==> src/rtl/c3lib_rr_arb_lock.sv <==
// Purpose : round-robin arbiter with burst lock merging NUM_REQ valid/ready requesters onto one channel.
// Latency : 1 cycle arbitration (IDLE -> BUSY), then a combinational datapath from the owner to the channel.
// Backpress: out_rdy=0 stalls the owner (no gnt, beat count and state hold); other requesters wait for release.
//
// Ports:
//   clk, rst           block clock, asynchronous active-high reset
//   req/req_data/req_last  per-requester valid, data (requester i at [i*DWIDTH +: DWIDTH]), end-of-burst
//   gnt                per-requester accept, high when that requester's beat is consumed this cycle
//   out_vld/out_data/out_last/out_rdy  merged downstream channel
//   owner_idx, busy    registered ownership status
//   any_req            combinational OR of all req bits (valid during reset)
module c3lib_rr_arb_lock #(
    parameter int NUM_REQ   = 4,
    parameter int DWIDTH    = 8,
    parameter int MAX_BEATS = 16,
    parameter int IDXW      = 2
) (
    input  logic                      clk,
    input  logic                      rst,
    input  logic [NUM_REQ-1:0]        req,
    input  logic [NUM_REQ*DWIDTH-1:0] req_data,
    input  logic [NUM_REQ-1:0]        req_last,
    output logic [NUM_REQ-1:0]        gnt,
    output logic                      out_vld,
    output logic [DWIDTH-1:0]         out_data,
    output logic                      out_last,
    input  logic                      out_rdy,
    output logic [IDXW-1:0]           owner_idx,
    output logic                      busy,
    output logic                      any_req
);

    typedef enum logic {
        ST_IDLE = 1'b0,
        ST_BUSY = 1'b1
    } state_t;

    localparam logic [7:0]      LP_MAX_BEATS = 8'(MAX_BEATS);
    localparam logic [IDXW-1:0] LP_LAST_IDX  = IDXW'(NUM_REQ - 1);
    localparam logic [IDXW:0]   LP_NUM_REQ   = (IDXW + 1)'(NUM_REQ);

    state_t            r_state;
    state_t            w_state_nxt;
    logic [IDXW-1:0]   r_owner;
    logic [IDXW-1:0]   w_owner_nxt;
    logic [IDXW-1:0]   r_rr_ptr;
    logic [IDXW-1:0]   w_rr_ptr_nxt;
    logic [7:0]        r_beat_cnt;
    logic [7:0]        w_beat_cnt_nxt;

    logic              w_found;
    logic [IDXW-1:0]   w_winner;
    logic [IDXW:0]     w_scan;
    logic              w_accept;
    logic              w_release;
    logic [DWIDTH-1:0] w_req_data [NUM_REQ];

    assign any_req   = |req;
    assign owner_idx = r_owner;
    assign busy      = (r_state == ST_BUSY);

    // Unpack the flat data bus so the owner mux is a plain array index.
    always_comb begin
        for (int i = 0; i < NUM_REQ; i++) begin
            w_req_data[i] = req_data[i*DWIDTH +: DWIDTH];
        end
    end

    // Scan upward from rr_ptr with wrap; the first set req bit wins.
    // The wrapped index is computed one bit wider so the subtract-on-overflow
    // also works when NUM_REQ is not a power of two.
    always_comb begin
        w_found  = 1'b0;
        w_winner = '0;
        w_scan   = '0;
        for (int k = 0; k < NUM_REQ; k++) begin
            w_scan = {1'b0, r_rr_ptr} + (IDXW + 1)'(k);
            if (w_scan >= LP_NUM_REQ) begin
                w_scan = w_scan - LP_NUM_REQ;
            end
            if (!w_found && req[w_scan[IDXW-1:0]]) begin
                w_found  = 1'b1;
                w_winner = w_scan[IDXW-1:0];
            end
        end
    end

    // Next-state and channel outputs.
    always_comb begin
        w_state_nxt    = r_state;
        w_owner_nxt    = r_owner;
        w_rr_ptr_nxt   = r_rr_ptr;
        w_beat_cnt_nxt = r_beat_cnt;
        gnt            = '0;
        out_vld        = 1'b0;
        out_data       = '0;
        out_last       = 1'b0;
        w_accept       = 1'b0;
        w_release      = 1'b0;

        case (r_state)
            ST_IDLE: begin
                // No beat is ever accepted here; ownership starts next cycle.
                if (w_found) begin
                    w_state_nxt    = ST_BUSY;
                    w_owner_nxt    = w_winner;
                    w_beat_cnt_nxt = '0;
                end
            end
            ST_BUSY: begin
                out_vld      = req[r_owner];
                out_data     = w_req_data[r_owner];
                out_last     = req_last[r_owner];
                w_accept     = req[r_owner] & out_rdy;
                gnt[r_owner] = w_accept;
                if (w_accept) begin
                    if (r_beat_cnt != LP_MAX_BEATS) begin
                        w_beat_cnt_nxt = r_beat_cnt + 8'd1;
                    end
                    // This beat is the MAX_BEATS-th one when the count is one short.
                    w_release = out_last || (r_beat_cnt >= (LP_MAX_BEATS - 8'd1));
                end
                if (w_release) begin
                    w_state_nxt  = ST_IDLE;
                    w_rr_ptr_nxt = (r_owner == LP_LAST_IDX) ? '0 : r_owner + IDXW'(1);
                end
            end
            default: begin
                w_state_nxt = ST_IDLE;
            end
        endcase
    end

    always_ff @(posedge clk or posedge rst) begin
        if (rst) begin
            r_state    <= ST_IDLE;
            r_owner    <= '0;
            r_rr_ptr   <= '0;
            r_beat_cnt <= '0;
        end else begin
            r_state    <= w_state_nxt;
            r_owner    <= w_owner_nxt;
            r_rr_ptr   <= w_rr_ptr_nxt;
            r_beat_cnt <= w_beat_cnt_nxt;
        end
    end

endmodule

==> config.mk <==
export PLATFORM = sky130hd
export DESIGN_NAME = c3lib_rr_arb_lock
export DESIGN_NICKNAME = d
export VERILOG_FILES = /design/src/rtl/c3lib_rr_arb_lock.sv
export SDC_FILE = /design/constraint.sdc
export NUM_CORES = 1
export LEC_CHECK = 0
export ABC_AREA = 1
export BUFFER_PORTS_ARGS = -buffer_cell sky130_fd_sc_hd__buf_2
export CAP_MARGIN = 20
export CORE_UTILIZATION = 30
export CTS_CLUSTER_SIZE = 30
export DETAILED_ROUTE_END_ITERATION = 8
export PLACE_DENSITY = 0.69
export SYNTH_ARGS = -nofsm -noshare
export SYNTH_HDL_FRONTEND = slang
export SYNTH_SLANG_ARGS = --single-unit
==> constraint.sdc <==
create_clock -name clk -period 1.6 [get_ports clk]
set_clock_uncertainty 0.15 [all_clocks]
set_input_delay 0.32 -clock clk [delete_from_list [all_inputs] [get_ports clk]]
set_output_delay 0.32 -clock clk [all_outputs]
set_load 0.05 [all_outputs]
# Word-level counts from Yosys, hierarchy flattened
# Index checks and enable logic that the tools add are counted.
[totals] regBits=13 inputBits=43 word_cells=89
[classes] addsub=9 order_cmp=12 n_eq_ne=5 n_mux=43 bitwise=4 n_reduce_logical=12
[op_table] operator="two-way mux 8 bit" n=6
[op_table] operator="two-way mux 2 bit" n=9
[op_table] operator="two-way mux 1 bit" n=17
[op_table] operator="binary-select mux 8 bit (select 2 bit)" n=1
[op_table] operator="one-hot mux 8 bit (2 select lines)" n=1
[op_table] operator="< comparator 2 x 3 -> 1 bit, second input constant" n=5
[op_table] operator="binary-select mux 1 bit (select 2 bit)" n=6
[op_table] operator="greater-or-equal comparator 3 bit, second input constant" n=4
[op_table] operator="adder 8 x 1 -> 8 bit, second input constant" n=1
[op_table] operator="greater-or-equal comparator 8 x 4 -> 1 bit, second input constant" n=1
[op_table] operator="!= test 8 x 5 -> 1 bit, second input constant" n=1
[op_table] operator="subtractor 2 x 1 -> 2 bit, second input constant" n=4
[op_table] operator="adder 2 x 2 -> 3 bit, second input constant" n=2
[op_table] operator="bitwise AND 4 bit" n=1
[op_table] operator="logical AND 1 bit" n=4
[op_table] operator="two-way mux 4 bit" n=1
[op_table] operator="!= test 2 x 1 -> 1 bit, second input constant" n=2
[op_table] operator="AND reduction 2 bit" n=2
[op_table] operator="OR reduction 4 bit" n=1
[op_table] operator="adder 2 x 1 -> 3 bit, second input constant" n=1
[op_table] operator="greater-or-equal comparator 2 x 3 -> 1 bit, second input constant" n=1
[op_table] operator="zero test 1 bit" n=3
[op_table] operator="inverter 2 -> 3 bit" n=1
[op_table] operator="AND reduction 3 bit" n=1
[op_table] operator="other kinds (9)" n=9

# Depth between registers and ports, before layout
# Gate-level depths: netlist (run 1).
[depth] ltp_word=16 ltp_mapped=10

# Least setup slack after synthesis (run 1)
# No wires, ideal clock.
[synth_timing] kind="flip-flop to output port" start="register r_owner[0] (netlist: owner_idx[0])" end="output port out_data[4]" arrival_ps=2093 required_time_ps=1130 setup_slack_ps=-963 path_stages_with_launch=7 path_buffers=2 cell_sequence="dfrtp_1 > buf_6 > buf_2 > nor2_1 > nor2_1 > o21ai_0 > a21oi_1"
[synth_between] elab_chain_cells=5
[synth_rtl] item="start, declared" line_no="44" text="logic [IDXW-1:0] r_owner;"
[synth_rtl] item="start signal, assigned" line_no="142" text="r_owner <= w_owner_nxt;"
[synth_rtl] item="inverter 2 -> 3 bit (implied by the code)" line_no="112" text="out_data = w_req_data[r_owner];"
[synth_rtl] item="binary-select mux 8 bit (select 2 bit)" line_no="112"
[synth_rtl] item="two-way mux 8 bit (implied by the code) (2 in a row)" line_no="112"
[synth_rtl] item="two-way mux 8 bit" line_no="101" text="case (r_state)"
[synth_rtl] item="end, declared" line_no="25" text="output logic [DWIDTH-1:0] out_data,"
# Every way passes these cells. The select of a mux whose other input is x is not followed.

# Final worst setup path (run 1)
[layout_timing] start="register r_owner[0] (netlist: owner_idx[0])" end="output port out_data[2]"
# Same word-level chain as after synthesis.

==> results.md, run 1 <==
* Worst slew margin at about 64%
* Sink Count at 13
* Sequential power share at about 10%
* Largest net degree at the start of global routing at 14
* Cells after synthesis at ~250
* Combinational fraction of design power at between 80% and 90%
* Leakage at between 1 and 1.5 nW
* Worst r2r path cells at 9
* Synth area leaders: dfrtp_1 (23%), nand2_1 (17%), nor2_1 (14%), nand3_1 (9.8%), o21ai_0 (6.7%)
* P per Cell Area at 2085 mW/mm^2
* Post-Route Setup TNS at -6192 ps
* Arrival @ worst endpoint at between 1500 and 2000 ps
* Row cnt at 24
* Cts bufs inserted at 3
* Worst EP required at about 1100 ps
* Average wire per standard cell at roughly 13 um
* Design Area, Final at around 0.0028 sq mm
* Switching Share at 54.89%
* Share of async-settable or async-resettable flops after synthesis at 100.0%
* Final Setup Violations at 25
* Area leader, netlist: dfrtp_1
* EDFF count, synth at 0
* H-tree level count at 1
* Layout Area Growth over Synthesis at 94.57%
* Most frequent cells in the layout: nand2_1 (55), buf_2 (42), buf_4 (30)
* Clock tree buffer depth at 2
* Switching pwr at around 3.2 mW
* Pre-antenna DRT Iters at 6
* #FFs+latches synth at 13
* Clk_lat worst skew at approximately 240 ps
* Initial antenna violation count at 0
* Die Outline Area at 0.005043 sq mm
* Share of the synthesized area in the top cell type at 22.77%
* Failing checks: design-rule violations, negative setup slack
* Detailed Route WL at 5129 um
* Crit Path Class: flop to output port
* Post-route clock period utilization at 126.4%
* Final hold violation count at 0
* Detailed Place HPWL at ~3600 um
* CP Launch Point: owner_idx[0]
* Vias in the first global route at 1842
* TritonCTS clock tree: built
* Status: finished, violations left
* Routability cong. at ~0.95
* Share of layout cells above drive strength 1 at a little under three fifths
* Global-route usage over all layers at roughly a fifth
* Seq/Total Area, Yosys at 22.77%
* Initial drt markers at ~130
* Met1 Use GR at between 20% and 30%
* Hold Path Class: flop to flop
* Slew Viols, Final at 0
* R2r startpoint: owner_idx[0]
* Post-route DRC at 9
* Clk root buf: clkbuf_8
* I/O pin total at a little over 60
* Tmin final at 2023 ps
* R2R Path End: r_rr_ptr[0]
* GR met3 Demand/Resource at around 2.3%
* I/O Buffers at 60
* Vias per cell at roughly 5.0
* Critical Path Sink Type: output port
* Commonest non-fill, non-tap cell in the layout: nand2_1
* Max-capacitance violation count at 0
* Final ANT Viol Nets at 0
* Top FF cell, synth: dfrtp_1
* Layout Nets at a little under 400
* Post-DP Area at around 0.0023 sq mm
* Worst R2R Setup Slack at -140 ps
* Global-route wire length before repair at ~7600 um
* Final worst slack at -422.8 ps
* GRT busiest layer: met2
* RSZ-0062 raised after global routing: true
* Crit Path Max Fanout at 8
* Peak Freq at approximately 490 MHz
* Vias at 1985
* Mapped Area at 0.001429 sq mm
* Total power at slightly below 6 mW
* Yosys warnings at 0
* Distinct cells, synth at 25
* CP startpoint kind: flop
* GRT overflow at 0
* Die Span Y at a little over 70 um
* Clock share of power at 5.2%
* Syn_area_per_cell at just under 6 sq um
* Crit path to: out_data[2]
* WHS at around 420 ps
* Pint at between 2 and 3 mW
* CORE AREA at 0.004474 sq mm
* Starting Density at about a third
* Die X-Extent at slightly above 70 um
* VDD IR-drop max at around 1.2 mV
* Tightest Pin Transition at roughly 530 ps
* Diode count at 0
* Synth Net Count at ~300
* Worst-path clk slew at around 60 ps
* Final core occ at ~62%
* M2 GR Usage at between 30% and 40%
-- worst min path at each step --
stage	start	endpoint	slack, ps	depth (start not counted)
final	r_beat_cnt[4]	r_beat_cnt[4]	420	2
after floorplan	rst	r_beat_cnt[0]	50	1
after detailed placement	rst	r_rr_ptr[1]	240	2
after global placement	rst	r_beat_cnt[1]	230	2
after CTS	out_rdy	r_beat_cnt[1]	390	5
after global routing	r_beat_cnt[4]	r_beat_cnt[4]	440	2
-- power by group through the flow --
stage / logic (mW) / registers [mW] / clock network, mW
floorplan: 2.72 / 0.697 / 0
global placement: 3.78 / 0.594 / 0
detailed placement: 3.83 / 0.596 / 0
CTS: 4.24 / 0.601 / 0.310
global route: 5.25 / 0.608 / 0.321
finish: 4.91 / 0.588 / 0.299
-- cell usage after synthesis, types with 2 or more instances --
cell and number:
nand3_1 28, nand4_1 4, dfrtp_1 13, xor2_1 3, nor2_2 2, nor2_1 52
o21ai_1 4, a21oi_1 10, nand2_1 65, o211ai_2 2, inv_2 2, inv_1 22
buf_2 4, buf_6 2, ha_1 6, o21ai_0 19
-- worst max-delay path, cell delays in order (launching register included) --
cell and delay (ps):
dfrtp_2 400, buf_6 160, buf_8 150, nor2_2 40, nor2_1 160, o21ai_2 100, a21oi_4 130, buf_6 170
-- routing by layer --
metal / vias up / part of all wire (%)
met5: - / 0
met4: 0 / 0.82
met3: 6 / 4.6
met2: 63 / 55
met1: 922 / 40
li1: 994 / -
-- timing repair --
item,CTS,global route
resized for setup,42,84
pin swaps,5,32
hold endpoints to repair,13,0
gates cloned,0,2
setup buffers,1,6
setup endpoints to repair,27,31
hold buffers,1,0
-- cell families after synthesis --
group / after synthesis / synth area share [%]
adder cells (fa/ha/maj): 6 / 5.254
flip-flops: 13 / 22.77
AO/OA/AOI/OAI: 38 / 14.80
XOR/XNOR: 3 / 1.839
AND/OR/NAND/NOR: 155 / 45.27
buffers and inverters: 32 / 10.07
-- flip-flops by register name, summed over array words and instances, names as in the netlist --
name	count
r_rr_ptr	2
busy	1
owner_idx	2
r_beat_cnt	8
-- per-stage QoR --
step | worst slack, ps | cells
floorplan | -301.9 | 247
global placement | -210.1 | 384
detailed placement | -214.9 | 384
CTS | -374.7 | 390
global route | -490.9 | 397
finish | -422.8 | 397
-- layout make-up --
class / instances / area [sq um]
Fill cell: 365 / 1694
Multi-Input combinational cell: 203 / 1395
Timing Repair Buffer: 101 / 805.8
Sequential cell: 13 / 331.6
Inverter: 24 / 137.6
Tap cell: 52 / 65.06
Clock buffer: 4 / 45.04
(Power assumes the default switching activity.)
==> run 2, diff against run 1 <==
--- a/config.mk
+++ b/config.mk
@@ -11,7 +11,7 @@
 export CORE_UTILIZATION = 30
 export CTS_CLUSTER_SIZE = 30
 export DETAILED_ROUTE_END_ITERATION = 8
-export PLACE_DENSITY = 0.69
+export PLACE_DENSITY = 0.67
 export SYNTH_ARGS = -nofsm -noshare
 export SYNTH_HDL_FRONTEND = slang
 export SYNTH_SLANG_ARGS = --single-unit
==> constraint.sdc (replaced) <==
create_clock -name clk -period 2.5 [get_ports clk]
set_clock_uncertainty 0.15 [all_clocks]
set_input_delay 0.5 -clock clk [delete_from_list [all_inputs] [get_ports clk]]
set_output_delay 0.5 -clock clk [all_outputs]
set_load 0.05 [all_outputs]
==> run 2 against run 1 <==
Non-clock buffer count is 36 lower. The run now ends clean. Utilization fell by 20 points. Largest cell class unchanged. Worst setup slack gained 600 ps. Critical path type unchanged. Hold slack worse by 280 ps. Wire length is 21% lower. Sequential share of layout area rose by 5.5 points. Power shrank 58%.
==> results.md, run 2 (same netlist as run 1, synthesis figures left out) <==
* Pint at 0.9155 mW (was 2.614 mW)
* Register area at 325.3 sq um (was 331.6 sq um)
* I/O pin total at 61 (unchanged)
* Slew Viols, Final at 0 (unchanged)
* Detailed Route WL at 4040 um (was 5129 um)
* Post CTS Setup Buffer Count at 0 (was 1)
* Routability cong. at 0.8629 (was 0.9524)
* CORE AREA at 0.004474 sq mm (unchanged)
* Vias per cell at 4.864 (was 5.000)
* Starting Density at 31.94% (unchanged)
* Final hold violation count at 0 (unchanged)
* Most frequent cells in the layout: nand2_1 (65), buf_2 (60), nor2_1 (48) (was nand2_1 (55), buf_2 (42), buf_4 (30))
* Post-route DRC at 0 (was 9)
* Multi-input gate area at 0.001003 sq mm (was 0.001395 sq mm)
* VDD IR-drop max at 0.7552 mV (was 1.158 mV)
* Worst-path clk slew at 60 ps (about the same)
* Worst EP required at 1850 ps (was 1130 ps)
* Clock tree buffer depth at 2 (unchanged)
* Global-route usage over all layers at 17.43% (was 18.62%)
* I/O Buffers at 60 (unchanged)
* Layout Area Growth over Synthesis at 30.82% (was 94.57%)
* Slowest-stage cell, CP: dfrtp_1 (was dfrtp_2)
* Leakage at 1.046 nW (was 1.341 nW)
* Row cnt at 24 (unchanged)
* Hold Buf Count CTS at 0 (was 1)
* Switching Share at 62.55% (was 54.89%)
* Global-route wire length before repair at 7079 um (was 7617 um)
* Final ANT Viol Nets at 0 (unchanged)
* Tightest Pin Transition at 652.9 ps (was 534.9 ps)
* Fill cell count at 483 (was 365)
* Share of layout cells above drive strength 1 at 29.22% (was 57.10%)
* Cts bufs inserted at 3 (unchanged)
* Average wire per standard cell at 11.22 um (was 12.92 um)
* Post-Route Setup TNS at 0 ps (was -6192 ps)
* Hold Path Class: input port to async pin (was flop to flop)
* Die X-Extent at 71.02 um (unchanged)
* P per Cell Area at 1308 mW/mm^2 (was 2085 mW/mm^2)
* Crit Path Class: flop to output port (unchanged)
* Status: completed (was finished, violations left)
* Max-capacitance violation count at 0 (unchanged)
* Pre-antenna DRT Iters at 4 (was 6)
* Detailed Place HPWL at 3191 um (was 3618 um)
* Worst slew margin at 56.42% (was 64.30%)
* Final Setup Violations at 0 (was 25)
* GRT overflow at 0 (unchanged)
* Crit Path Max Fanout at 11 (was 8)
* Tmin final at between 2000 and 2500 ps
* Peak Freq at around 430 MHz
* Switching pwr at 1.529 mW (was 3.181 mW)
* Sequential power share at 15.9% (was 10.1%)
* Arrival @ worst endpoint at 1670 ps (was 1550 ps)
* Sink Count at 13 (unchanged)
* Vias at 1751 (was 1985)
* TritonCTS clock tree: built (unchanged)
* H-tree level count at 1 (unchanged)
* CP startpoint kind: flop (unchanged)
* Combinational fraction of design power at 76.3% (was 84.7%)
* CP max stage delay at 470 ps (was 400 ps)
* Crit-path cells: inv_4 -> o211ai_1 -> nand2_2 -> nand2_1 -> inv_2 -> buf_2 (was buf_6 -> buf_8 -> nor2_2 -> nor2_1 -> o21ai_2 -> a21oi_4 -> buf_6)
* Top reg by flops: r_beat_cnt (unchanged)
* Commonest non-fill, non-tap cell in the layout: nand2_1 (unchanged)
* Initial antenna violation count at 0 (unchanged)
* Initial drt markers at 103 (was 126)
* Clk root buf: clkbuf_8 (unchanged)
* Clk_lat worst skew at 240 ps (about the same)
* Post_cts resized at 0 (was 42)
* Clock share of power at 7.8% (was 5.2%)
* Critical Path Sink Type: output port (unchanged)
* Vias in the first global route at 1641 (was 1842)
* Post-route clock period utilization at 92.93%
* Diode count at 0 (unchanged)
* WHS at 135.1 ps (was 418.8 ps)
* Layout Nets at 358 (was 395)
* Max reg flops at 8 (unchanged)
* Final core occ at 41.78% (was 62.14%)
* Die Outline Area at 0.005043 sq mm (unchanged)
* Die Span Y at 71.02 um (unchanged)
* RSZ-0062 raised after global routing: false (was true)
* Largest net degree at the start of global routing at 16 (was 14)
-- run 2: power by group through the flow --
stage               registers, mW  clock network [mW]  logic, mW
floorplan                   0.420                   0       1.46
global placement            0.386                   0       1.87
detailed placement          0.387                   0       1.87
CTS                         0.383               0.195       1.88
global route                0.408               0.202       2.07
finish                      0.388               0.191       1.87
-- run 2: per-stage QoR --
step,worst slack [ps],power (mW),cells,cell area [sq um]
2_1_floorplan,22.66,1.878,247,1473
3_3_place_gp,369.3,2.251,356,1822
3_5_place_dp,364.9,2.260,356,1822
4_1_cts,104.6,2.455,360,1867
5_1_grt,59.27,2.677,360,1869
6_report,176.7,2.445,360,1869
-- run 2: area by class of cell --
cell class	instances	share of cell area [%]
Clock buffer	4	2.410
Inverter	24	4.953
Multi-Input combinational cell	202	53.68
Sequential cell	13	17.40
Tap cell	52	3.481
Timing Repair Buffer	65	18.07
-- run 2: routing by layer --
| layer | GRT usage, % | up-vias | share of wire [%] |
|---|---|---|---|
| li1 | - | 916 | - |
| met1 | 23.17 | 788 | 46 |
| met2 | 28.95 | 39 | 48 |
| met3 | 2.991 | 8 | 4.3 |
| met4 | 5.333 | 0 | 1.9 |
| met5 | 0 | - | 0 |
-- run 2: final timing paths --
check | end | slack [ps] | start | depth (start not counted)
worst max-delay path | out_vld | 180 | owner_idx[1] | 6
worst min-delay path | r_beat_cnt[4] | 140 | rst | 2
worst max register to register | r_beat_cnt[7] | 590 | busy | 5
worst min register to register | r_beat_cnt[0] | 380 | r_beat_cnt[0] | 1
max in group asynchronous | r_rr_ptr[1] | 1710 | rst | 2
min in group clk | r_beat_cnt[0] | 380 | r_beat_cnt[0] | 1
-- run 2: worst max-delay path, delay by kind of cell (launching register included) --
family          cells  cell delay, ps
buf+inv             3             570
flops               1             470
simple gates        2             270
compound gates      1             120
